`config.mk`:
```
export PLATFORM = sky130hd
export DESIGN_NAME = uart_tx_arbiter
export DESIGN_NICKNAME = d
export VERILOG_FILES = /design/src/rtl/uart_tx_arbiter.sv
export SDC_FILE = /design/constraint.sdc
export NUM_CORES = 1
export LEC_CHECK = 0
export ABC_AREA = 1
export CAP_MARGIN = 20
export CORE_MARGIN = 3
export CORE_UTILIZATION = 57
export DETAILED_ROUTE_END_ITERATION = 8
export PLACE_DENSITY = 0.79
export SLEW_MARGIN = 40
export SYNTH_ARGS = -nofsm -noshare
export SYNTH_HDL_FRONTEND = slang
export SYNTH_SLANG_ARGS = --single-unit
```
`constraint.sdc`:
```
create_clock -name uart_clk -period 2.04 [get_ports uart_clk]
set_input_delay 0.408 -clock uart_clk [delete_from_list [all_inputs] [get_ports uart_clk]]
set_output_delay 0.408 -clock uart_clk [all_outputs]
set_load 0.02 [all_outputs]
```
`src/rtl/uart_tx_arbiter.sv`:
```
// uart_tx_arbiter
// Merges CH_NUM byte producers onto the single UART transmit input. Each
// channel owns a DEPTH-entry FIFO. An arbiter grants one channel per byte.
// The granted byte stays on data_send until the UART pulses data_ready.
// Optional feature macro: UART_TX_ARB_RR_EN. When it is defined, arbitration
// is round-robin. When it is not defined, arbitration is fixed priority and
// the lowest index wins.
module uart_tx_arbiter #(
    parameter int                CH_NUM    = 2,
    parameter int                DEPTH     = 4,
    parameter int                DATA_W    = 8,
    parameter logic [DATA_W-1:0] IDLE_BYTE = '0
) (
    input  logic                     uart_clk,
    input  logic                     reset,
    input  logic [CH_NUM-1:0]        ch_enable,
    input  logic [CH_NUM-1:0]        flush,
    input  logic [CH_NUM*DATA_W-1:0] in_bits,
    input  logic [CH_NUM-1:0]        in_valid,
    output logic [CH_NUM-1:0]        in_ready,
    output logic [CH_NUM-1:0]        overflow,
    input  logic                     data_ready,
    output logic [DATA_W-1:0]        data_send,
    output logic [CH_NUM-1:0]        grant,
    output logic                     busy
);

    localparam int AW = $clog2(DEPTH);
    localparam int PW = AW + 1;
    localparam int CW = (CH_NUM > 1) ? $clog2(CH_NUM) : 1;

    typedef enum logic {
        IDLE,
        SEND
    } state_t;

    state_t              state_q;
    logic [PW-1:0]       wrPtr_q [CH_NUM];
    logic [PW-1:0]       rdPtr_q [CH_NUM];
    logic [PW-1:0]       wrPtr_d [CH_NUM];
    logic [PW-1:0]       rdPtr_d [CH_NUM];
    logic [DATA_W-1:0]   mem_q   [CH_NUM][DEPTH];
    logic [CH_NUM-1:0]   inReady_q;
    logic [CH_NUM-1:0]   overflow_q;
    logic [CH_NUM-1:0]   grant_q;
    logic [DATA_W-1:0]   dataSend_q;
    logic                busy_q;
    logic [CW-1:0]       winIdx_q;

    logic [CH_NUM-1:0]   empty;
    logic [CH_NUM-1:0]   full_d;
    logic [CH_NUM-1:0]   push;
    logic [CH_NUM-1:0]   pop;
    logic [CH_NUM-1:0]   eligible;
    logic                anyEligible;
    logic [CW-1:0]       pick;

`ifdef UART_TX_ARB_RR_EN
    logic [CW-1:0]       rrPtr_q;
    logic                found;
    int                  idx;
`endif

    // Per-channel FIFO bookkeeping.
    // A flush beats both a push and a pop on the same channel and leaves the FIFO empty.
    // The full flag uses the post-edge pointers so that in_ready can be registered.
    always_comb begin
        for (int i = 0; i < CH_NUM; i++) begin
            empty[i]    = (wrPtr_q[i] == rdPtr_q[i]);
            push[i]     = in_valid[i] & inReady_q[i] & ~flush[i];
            pop[i]      = (state_q == SEND) & data_ready & ~flush[i] & (winIdx_q == CW'(i));
            eligible[i] = ch_enable[i] & ~empty[i] & ~flush[i];
            if (flush[i]) begin
                wrPtr_d[i] = wrPtr_q[i];
                rdPtr_d[i] = wrPtr_q[i];
            end else begin
                wrPtr_d[i] = wrPtr_q[i] + PW'(push[i]);
                rdPtr_d[i] = rdPtr_q[i] + PW'(pop[i]);
            end
            full_d[i] = (wrPtr_d[i][AW] != rdPtr_d[i][AW]) &&
                        (wrPtr_d[i][AW-1:0] == rdPtr_d[i][AW-1:0]);
        end
    end

    // Pick the next owner from the eligible channels.
    // A channel being flushed this cycle is never eligible.
    always_comb begin
        anyEligible = |eligible;
        pick        = '0;
`ifdef UART_TX_ARB_RR_EN
        found = 1'b0;
        idx   = 0;
        for (int k = 0; k < CH_NUM; k++) begin
            idx = (int'(rrPtr_q) + k) % CH_NUM;
            if (!found && eligible[idx[CW-1:0]]) begin
                found = 1'b1;
                pick  = CW'(idx);
            end
        end
`else
        for (int k = CH_NUM - 1; k >= 0; k--) begin
            if (eligible[k]) begin
                pick = CW'(k);
            end
        end
`endif
    end

    // FIFO storage, pointers, registered in_ready and sticky overflow flags.
    always_ff @(posedge uart_clk) begin
        if (reset) begin
            for (int i = 0; i < CH_NUM; i++) begin
                wrPtr_q[i] <= '0;
                rdPtr_q[i] <= '0;
            end
            inReady_q  <= '1;
            overflow_q <= '0;
        end else begin
            for (int i = 0; i < CH_NUM; i++) begin
                wrPtr_q[i] <= wrPtr_d[i];
                rdPtr_q[i] <= rdPtr_d[i];
                if (push[i]) begin
                    mem_q[i][wrPtr_q[i][AW-1:0]] <= in_bits[i*DATA_W +: DATA_W];
                end
                inReady_q[i] <= ~full_d[i];
                if (in_valid[i] & ~inReady_q[i] & ~flush[i]) begin
                    overflow_q[i] <= 1'b1;
                end
            end
        end
    end

    // Transmit FSM with registered grant/data_send/busy.
    // IDLE latches the winner's head byte.
    // SEND holds the byte until data_ready arrives or the winner is flushed.
    always_ff @(posedge uart_clk) begin
        if (reset) begin
            state_q    <= IDLE;
            grant_q    <= '0;
            dataSend_q <= IDLE_BYTE;
            busy_q     <= 1'b0;
            winIdx_q   <= '0;
`ifdef UART_TX_ARB_RR_EN
            rrPtr_q    <= '0;
`endif
        end else begin
            case (state_q)
                IDLE: begin
                    if (anyEligible) begin
                        state_q    <= SEND;
                        grant_q    <= CH_NUM'(1) << pick;
                        dataSend_q <= mem_q[pick][rdPtr_q[pick][AW-1:0]];
                        busy_q     <= 1'b1;
                        winIdx_q   <= pick;
`ifdef UART_TX_ARB_RR_EN
                        rrPtr_q    <= (int'(pick) == CH_NUM - 1) ? '0 : pick + CW'(1);
`endif
                    end
                end
                SEND: begin
                    if (flush[winIdx_q] || data_ready) begin
                        state_q    <= IDLE;
                        grant_q    <= '0;
                        dataSend_q <= IDLE_BYTE;
                        busy_q     <= 1'b0;
                    end
                end
                default: begin
                    state_q <= IDLE;
                end
            endcase
        end
    end

    assign in_ready  = inReady_q;
    assign overflow  = overflow_q;
    assign grant     = grant_q;
    assign data_send = dataSend_q;
    assign busy      = busy_q;

endmodule

```
==> flow_results.org, run 1 <==
** CTS
- The H-tree was split into 3 levels.
- Buffers from clock root to sink, at most :: 2
- TritonCTS buffer count :: 9
- Post-CTS setup buffer count :: 0
- Insertion delay to the later sink of the worst-skew pair :: 0.36 ns
- TritonCTS built the clock tree.
- Clock-pin slew was measured on the worst setup and hold paths at 0.09 ns.
- The clock drives 93 sinks.
- The tree is rooted in a clkbuf_8.

** Pwr
- Internal power comes to 2.98 mW.
- The clock network is responsible for 34.1% of the overall power.
- In this run the static leakage power is 2.42 nW.
- In this run the power spent charging and discharging nets is 1.01 mW.
- The worst-case IR drop observed on VDD is about 0.36 mV.
- Combinational share of power :: 13.5%
- Net Sw Frac :: 25.3%
- Cell area power density :: 752 nW/µm²
- Sequential cells account for 52.5% of the total power.

** Synth
- In the synthesized netlist, the number of instances is 490.
- Area of the mapped netlist :: 4360 µm²
- Post-synth net total :: between 500 and 600
- Mean Syn Cell Area :: 8.90 µm²
- By area the synthesized netlist is led by edfxtp_1 44%, nand2_1 16%, dfxtp_1 13%, inv_1 5.2%, nand3b_1 4.3%.
- Post-synth cell types :: 28
- Summed over its instances, the top area cell type makes up 44.1% of the synthesized netlist area.
- Number of warning messages in the yosys log :: 0
- Library cell occupying the most area in the post-synthesis netlist :: edfxtp_1
- Sequential cells were found to cover 57.4% of the synthesized design area.
- After synthesis the netlist holds a flip-flop and latch count of 93.

** Worst hold path
- Path class of the lowest-slack min-delay path :: flop to flop

** Placement
- Total of buffers placed on input and output ports :: 39
- After detailed placement, the total cell area comes to around 5100 µm².
- Once placement completed, the tool counted placed cells totaling 648.
- Routability-driven placement finished with a final weighted congestion of 0.927.
- After legalization and detailed placement, the total HPWL measured 6.91 mm.

** Timing
- Headroom to the max-slew limit came out at around 79%.
- Final Hold Vio Count :: 0
- The worst path in the final design needs a cycle of between 1.5 and 2 ns, including I/O delays and setup.
- Fmax :: 515 MHz
- Of the available clock period, the critical path in the final layout requires 95.1%.
- Total of endpoints with negative setup slack in the final report :: 0
- Setup repair after global routing left no endpoint under its margin.
- Final-layout worst hold slack :: 0.472 ns
- Slew at the pin with the worst max-slew slack :: 0.314 ns
- Setup skew after layout :: 0.0128 ns
- Total count of max-transition violations in the final report :: 0

** Route
- The count of nets left with antenna violations once routing finished came out at 0.
- The detailed router finished its first iteration with 169 violations.
- Dividing the detail-routed wire length by the instance count gives 15.1 µm.
- The pre-antenna-repair detailed-routing pass consisted of 7 iterations.
- For this run, design rule violations remaining after detail routing come to 0.
- Vias/cell :: 5.21
- Summing over every cut layer, the via total after detailed routing is 3462.
- For this block, the routed nets add up to 10.0 mm of wire.

** Finish
- Number of inserted diodes :: 0
- Non-filler instance count after layout :: between 600 and 700
- Post-route design area :: 5310 µm²
- Final-stage net count :: a little under 600
- Share of cells above drive strength 1 :: 12.7%
- From synthesis to final layout, the design area changed by 21.6%.

** Job
- Max-cap violations in this run came to 0.

** GRT
- The first global-routing pass estimated 16.3 mm of wire.
- For this run, the total global-route usage over all layers was measured as 24.6%.
- Vias in the first global route :: 3431
- Entering global routing, the biggest net connects 23 pins.
- Antenna violations before repair :: 0
- After global routing the overflow that remains totals 0.

** Setup path
- The worst setup path is captured at a flop.
- Crit-path cells :: clkdlybuf4s50_1, inv_1, nand2_1, nor2_1, ha_1, ha_1, xor2_1, nand2_1, nand2_1, xor2_1, nand3b_1
- STA classifies the critical path startpoint as an input port.
- Type of the setup path with the least slack :: input port to flop
- Worst EP arrival :: 2.18 ns
- On the critical path, the stage with the largest delay is an instance of clkdlybuf4s50_1.
- Required time of the critical path :: 2.28 ns
- For this run, the slowest stage of the critical path takes approximately 0.54 ns.
- Critical path's most frequent cell :: nand2_1
- Highest fanout seen on the critical path :: 4

** Run status
- The flow ran to the end, and the final reports show no timing, DRC or antenna violations.

** Floorplan
- Die height :: 93.5 µm
- Starting utilization of the core area :: 59.5%
- Row generation in the floorplan step produced 31 rows.
- The die covers 8740 µm².
- Top-level port count :: 40
- Die Wd :: 93.5 µm
- Placeable core region :: between 7000 and 8000 µm²
==> final timing paths <==
| check | from | end | slack (ns) | depth (start not counted) |
|---|---|---|---|---|
| worst max-delay path | flush[1] | in_ready[1]$_SDFF_PP1_ | 0.10 | 11 |
| worst min-delay path | overflow[1]$_SDFFE_PP0P_ | overflow[1]$_SDFFE_PP0P_ | 0.47 | 1 |
| worst max register to register | rdPtr_q[0][1]$_SDFF_PP0_ | data_send[1]$_SDFFE_PP0P_ | 0.17 | 10 |
| worst min register to register | overflow[1]$_SDFFE_PP0P_ | overflow[1]$_SDFFE_PP0P_ | 0.47 | 1 |
==> cell usage after synthesis <==
master / instances
nor3_1: 10
xor2_1: 6
o21a_1: 2
nand2_1: 191
a21boi_0: 2
inv_1: 60
buf_6: 2
nand3_1: 21
nand3b_1: 25
clkbuf_1: 8
nor2_1: 17
a221oi_1: 1
inv_4: 1
o21ai_4: 1
inv_2: 5
o21ai_1: 1
dfxtp_1: 29
nand2_4: 3
nand2_2: 4
ha_1: 8
buf_2: 5
xnor2_1: 1
or2_2: 1
edfxtp_1: 64
nand3_2: 1
buf_4: 1
a21oi_1: 17
o22ai_1: 3
==> state kept, by name (all words and copies together), names as in the netlist <==
signal and flops:
rdPtr_q 6, state_q 1, grant 2, data_send 8, overflow 2, in_ready 2, busy 1, wrPtr_q 6
mem_q 64, winIdx_q 1
==> worst max-delay path: cells and delay by family <==
kind,cells,cell delay [ns]
buffers and inverters,2,0.62
XOR/XNOR,2,0.31
adder cells (fa/ha/maj),2,0.37
AND/OR/NAND/NOR,5,0.48
==> routing by layer <==
layer | GRT usage, % | share of wire, % | vias up | wire [µm]
met5 | 0 | 0 | - | 0
met4 | 10.9 | 2.1 | 0 | 211
met3 | 3.94 | 6.6 | 23 | 657
met2 | 40.9 | 50 | 127 | 5000
met1 | 31.7 | 41 | 1610 | 4150
li1 | - | - | 1702 | -
==> kinds of logic (layout without fill, tap and decap cells) <==
group	Yosys count	after routing	synth area share [%]
compound gates	27	27	3.76
xor+xnor	7	7	1.41
fa+ha+maj	8	8	2.29
buf+inv	82	157	7.69
flops	93	93	57.4
simple gates	273	273	27.5
==> metrics by stage <==
stage	total power, mW	util, %	setup WS (ns)	setup TNS [ns]
4_1_cts	3.99	72.0	0.0937	0
3_5_place_dp	2.66	69.0	-0.319	-4.46
5_1_grt	4.15	72.4	0.00183	0
6_report	3.99	72.4	0.100	0
3_3_place_gp	2.64	69.0	-0.267	-3.15
2_1_floorplan	2.44	-	0.150	0
==> power by group through the flow <==
stage               Sequential [mW]  Clock, mW  Combinational [mW]
floorplan                      2.15          0               0.286
global placement               2.13          0               0.510
detailed placement             2.13          0               0.522
CTS                            2.09       1.37               0.529
global route                   2.10       1.46               0.592
finish                         2.09       1.36               0.537
==> layout make-up <==
| cell class | instances | area (µm²) |
|---|---|---|
| clock buffers | 10 | 128 |
| clock inverters | 6 | 91.3 |
| fillers | 534 | 2030 |
| inverters | 66 | 250 |
| multi-input cells | 315 | 1540 |
| flip-flops and latches | 93 | 2500 |
| well taps | 99 | 124 |
| repair buffers | 75 | 664 |
==> timing repair <==
item / CTS / global route
hold endpoints to repair: 0 / 0
gates cloned: 0 / 0
resized for setup: 1 / 8
pin swaps: 0 / 0
hold buffers: 0 / 0
setup endpoints to repair: 2 / 12
==> layout by cell type (no fill, tap or decap), types with 8 or more instances in the layout <==
cell | synthesis | layout
inv_1 | 60 | 59
nor2_1 | 17 | 15
a21oi_1 | 17 | 17
dfxtp_1 | 29 | 28
nand3b_1 | 25 | 25
nand2_1 | 191 | 191
clkdlybuf4s50_1 | 0 | 39
nand3_1 | 21 | 21
buf_4 | 1 | 35
clkbuf_8 | 0 | 9
edfxtp_1 | 64 | 64
nor3_1 | 10 | 9
ha_1 | 8 | 8
Power figures use the tool's default switching activity.
==> run 2, diff against run 1 <==
--- a/config.mk
+++ b/config.mk
@@ -9,6 +9,7 @@
 export CAP_MARGIN = 20
 export CORE_MARGIN = 3
 export CORE_UTILIZATION = 57
+export CTS_CLUSTER_DIAMETER = 150
 export DETAILED_ROUTE_END_ITERATION = 8
 export PLACE_DENSITY = 0.79
 export SLEW_MARGIN = 40
==> results of run 2 <==
Final layout, timing and power as in run 1 (identical DEF).
==> run 3, diff against run 2 <==
--- a/config.mk
+++ b/config.mk
@@ -7,7 +7,7 @@
 export LEC_CHECK = 0
 export ABC_AREA = 1
 export CAP_MARGIN = 20
-export CORE_MARGIN = 3
+export CORE_ASPECT_RATIO = 1.25
 export CORE_UTILIZATION = 57
 export CTS_CLUSTER_DIAMETER = 150
 export DETAILED_ROUTE_END_ITERATION = 8
==> flow_results.org, run 3 (synthesized netlist as in run 1, its figures left out) <==
** Finish
- Storage element area :: 2500 µm² (unchanged)
- Share of cells above drive strength 1 :: 12.2% (-0.53 points)
- Syn-to-layout area delta :: 21.0%
- Number of inserted diodes :: 0 (unchanged)
- FILL cells :: 563 (+5.4%)
- The post-route cell area was 5280 µm² (-0.50%).
- Leading cell types in the layout, fill and taps excluded :: 191 x nand2_1, 64 x edfxtp_1, 60 x inv_1, 39 x clkdlybuf4s50_1, 35 x buf_4
- Most common library cell in the layout ignoring fill and taps :: nand2_1
- The utilization of the core after routing came to 71.3% (-1.0 points).
- Flip-flop count of the largest register, all copies and words added :: 64 (unchanged)
- The area of combinational cells with multiple inputs was 1520 µm² (-1.3%).
- The net total in the final layout was 593 (unchanged).

** Timing
- Relative slew slack :: 72.8% (-6.1 points)
- Post-route setup TNS :: 0 ns (unchanged)
- Fmax :: 528 MHz (+2.3%)
- Final Hold Vio Count :: 0 (unchanged)
- Setup repair after global routing missed its margin :: false
- The share of the clock period used by the worst path after layout came to 92.9% (-2.2 points).
- Setup skew after layout :: 0.0101 ns (-0.00272 ns)
- The slack of the critical path was 0.144 ns (+0.0443 ns).
- The total count of max-transition violations in the final report came to 0 (unchanged).
- The slew of the pin with the lowest slew margin was 0.408 ns (+0.0935 ns).
- The post-layout minimum cycle time was 1.90 ns (-0.0443 ns).
- The final setup violation count came to 0 (unchanged).

** Route
- Remaining DRCs :: 0 (unchanged)
- Drt total wl :: 9.65 mm (-3.7%)
- Vias after detailed routing :: 3425 (-1.1%)
- Number of design-rule violations left by the first detailed-router iteration :: 232 (+37%)
- The antenna violation net count after detailed routing came to 0 (unchanged).
- The number of iterations in the first detailed-routing pass was 6 (-1).
- Mean routed wirelength per cell :: 14.7 µm (-2.6%)
- The mean number of vias per cell is 5.21 (about the same).

** Placement
- The post-placement worst setup slack was -0.227 ns (+0.0924 ns).
- The placed instance area is 5060 µm² (about the same).
- The weighted congestion at the end of routability-driven global placement came to 0.856 (-7.6%).
- The number of input and output port buffers inserted came to 39 (unchanged).
- The placed wire-length estimate was 7.24 mm (+4.8%).

** Setup path
- The sum of buffers and inverters on the critical path was 2 (unchanged).
- The worst endpoint required time is 2.29 ns (about the same).
- Crit-path cells :: clkdlybuf4s50_1, inv_1, nand2_1, nor2_1, ha_1, ha_1, xor2_1, nand2_1, nand2_1, xor2_1, nand3b_1
- The worst setup path is launched from an input port.
- The stage delay of the slowest cell on the critical path was 0.56 ns (+0.02 ns).
- Crit path capture type :: flop
- Critical path's most frequent cell :: nand2_1
- Highest fanout seen on the critical path :: 5 (+1)
- Type of the setup path with the least slack :: input port to flop
- The slowest stage of the critical path is the clkdlybuf4s50_1 cell.
- Kind of cell adding the most delay to the critical path :: buffers and inverters
- The data arrival time of the critical path came to 2.15 ns (-0.03 ns).

** GRT
- The number of antenna violations at the first check in global routing is 0 (unchanged).
- Leftover overflow at the end of global routing :: 0 (unchanged)
- The largest net degree at the start of global routing came to 33 (+43%).
- Wire length of the first global-routing pass :: 15.6 mm (-4.0%)
- Vias in the first global route :: 3486 (+1.6%)
- GR Util All Layers :: 26.4% (+1.8 points)

** CTS
- The total number of clock tree sinks is 93 (unchanged).
- TritonCTS buffer count :: 9 (unchanged)
- Post-CTS setup buffer count :: 0 (unchanged)
- Buffers from clock root to sink, at most :: 2 (unchanged)
- The clock transition at the registers of the reported paths was 0.09 ns (about the same).
- Post-cts hold buffer count :: 0 (unchanged)
- PostCTS Resize Cnt :: 0 (-1)
- Insertion delay to the later sink of the worst-skew pair :: 0.37 ns (about the same)
- The number of levels the H-tree was split into came to 3 (unchanged).
- The cell sitting at the root of the clock tree is a clkbuf_8.
- Clock tree from TritonCTS :: done

** Pwr
- The worst supply voltage drop on vdd came to 0.563 mV (+55%).
- Power Total :: 3.90 mW (-2.1%)
- Leakage power of the design :: 2.41 nW (-0.27%)
- The power per standard cell area was 740 nW/µm² (-1.6%).

** Floorplan
- The number of top-level pins came to 40 (unchanged).
- Die height :: 99.8 µm (+6.8%)
- The number of rows created at floorplan came to 35 (+13%).
- Die Wd :: 80.2 µm (-14%)
- Placeable core region :: 7400 µm² (+0.96%)
- Starting utilization of the core area :: 58.9% (-0.56 points)
- The overall die area came to 8010 µm² (-8.4%).

** Run status
- Status :: complete, no violations

** Worst hold path
- In this run the worst hold path is classified as flop to flop.

** Job
- Max-capacitance violation count :: 0 (unchanged)
-- run 3: where the power goes --
group	internal, mW	switching, mW	leakage, nW
clock network	0.598	0.694	0.106
logic	0.217	0.306	1.49
registers	2.06	0.0300	0.815
total	2.88	1.03	2.41
-- run 3: tightest hold or removal path: stages (launching register included) --
cell and delay (ns):
dfxtp_1 0.32, nand2_1 0.06, a21oi_1 0.05
-- run 3: worst paths after layout --
check                      startpoint                   endpoint  slack, ns  cells past startpoint
min reg2reg     grant[1]$_SDFFE_PP0P_      grant[1]$_SDFFE_PP0P_       0.47                      2
max                          flush[1]     in_ready[1]$_SDFF_PP1_       0.14                     11
min             grant[1]$_SDFFE_PP0P_      grant[1]$_SDFFE_PP0P_       0.47                      2
max reg2reg  wrPtr_q[0][1]$_SDFF_PP0_  data_send[6]$_SDFFE_PP0P_       0.22                     10
-- run 3: layer usage --
layer / vias to the layer above / part of all wire [%] / track usage (%)
met3: 41 / 3.9 / 5.27
met1: 1573 / 39 / 28.3
li1: 1704 / - / -
met4: 0 / 5.0 / 15.9
met2: 107 / 53 / 47.2
met5: - / 0 / 0
-- run 3: stage by stage --
stage | instances | hold slack [ns]
2_1_floorplan | 490 | 0.457
3_3_place_gp | 641 | 0.452
3_5_place_dp | 641 | 0.457
4_1_cts | 657 | 0.477
5_1_grt | 657 | 0.495
6_report | 657 | 0.475
-- run 3: area by class of cell --
cell class | count | share of cell area [%]
multi-input cells | 315 | 28.9
inverters | 66 | 4.74
flip-flops and latches | 93 | 47.4
well taps | 92 | 2.18
clock buffers | 9 | 2.35
clock inverters | 7 | 1.68
repair buffers | 75 | 12.8
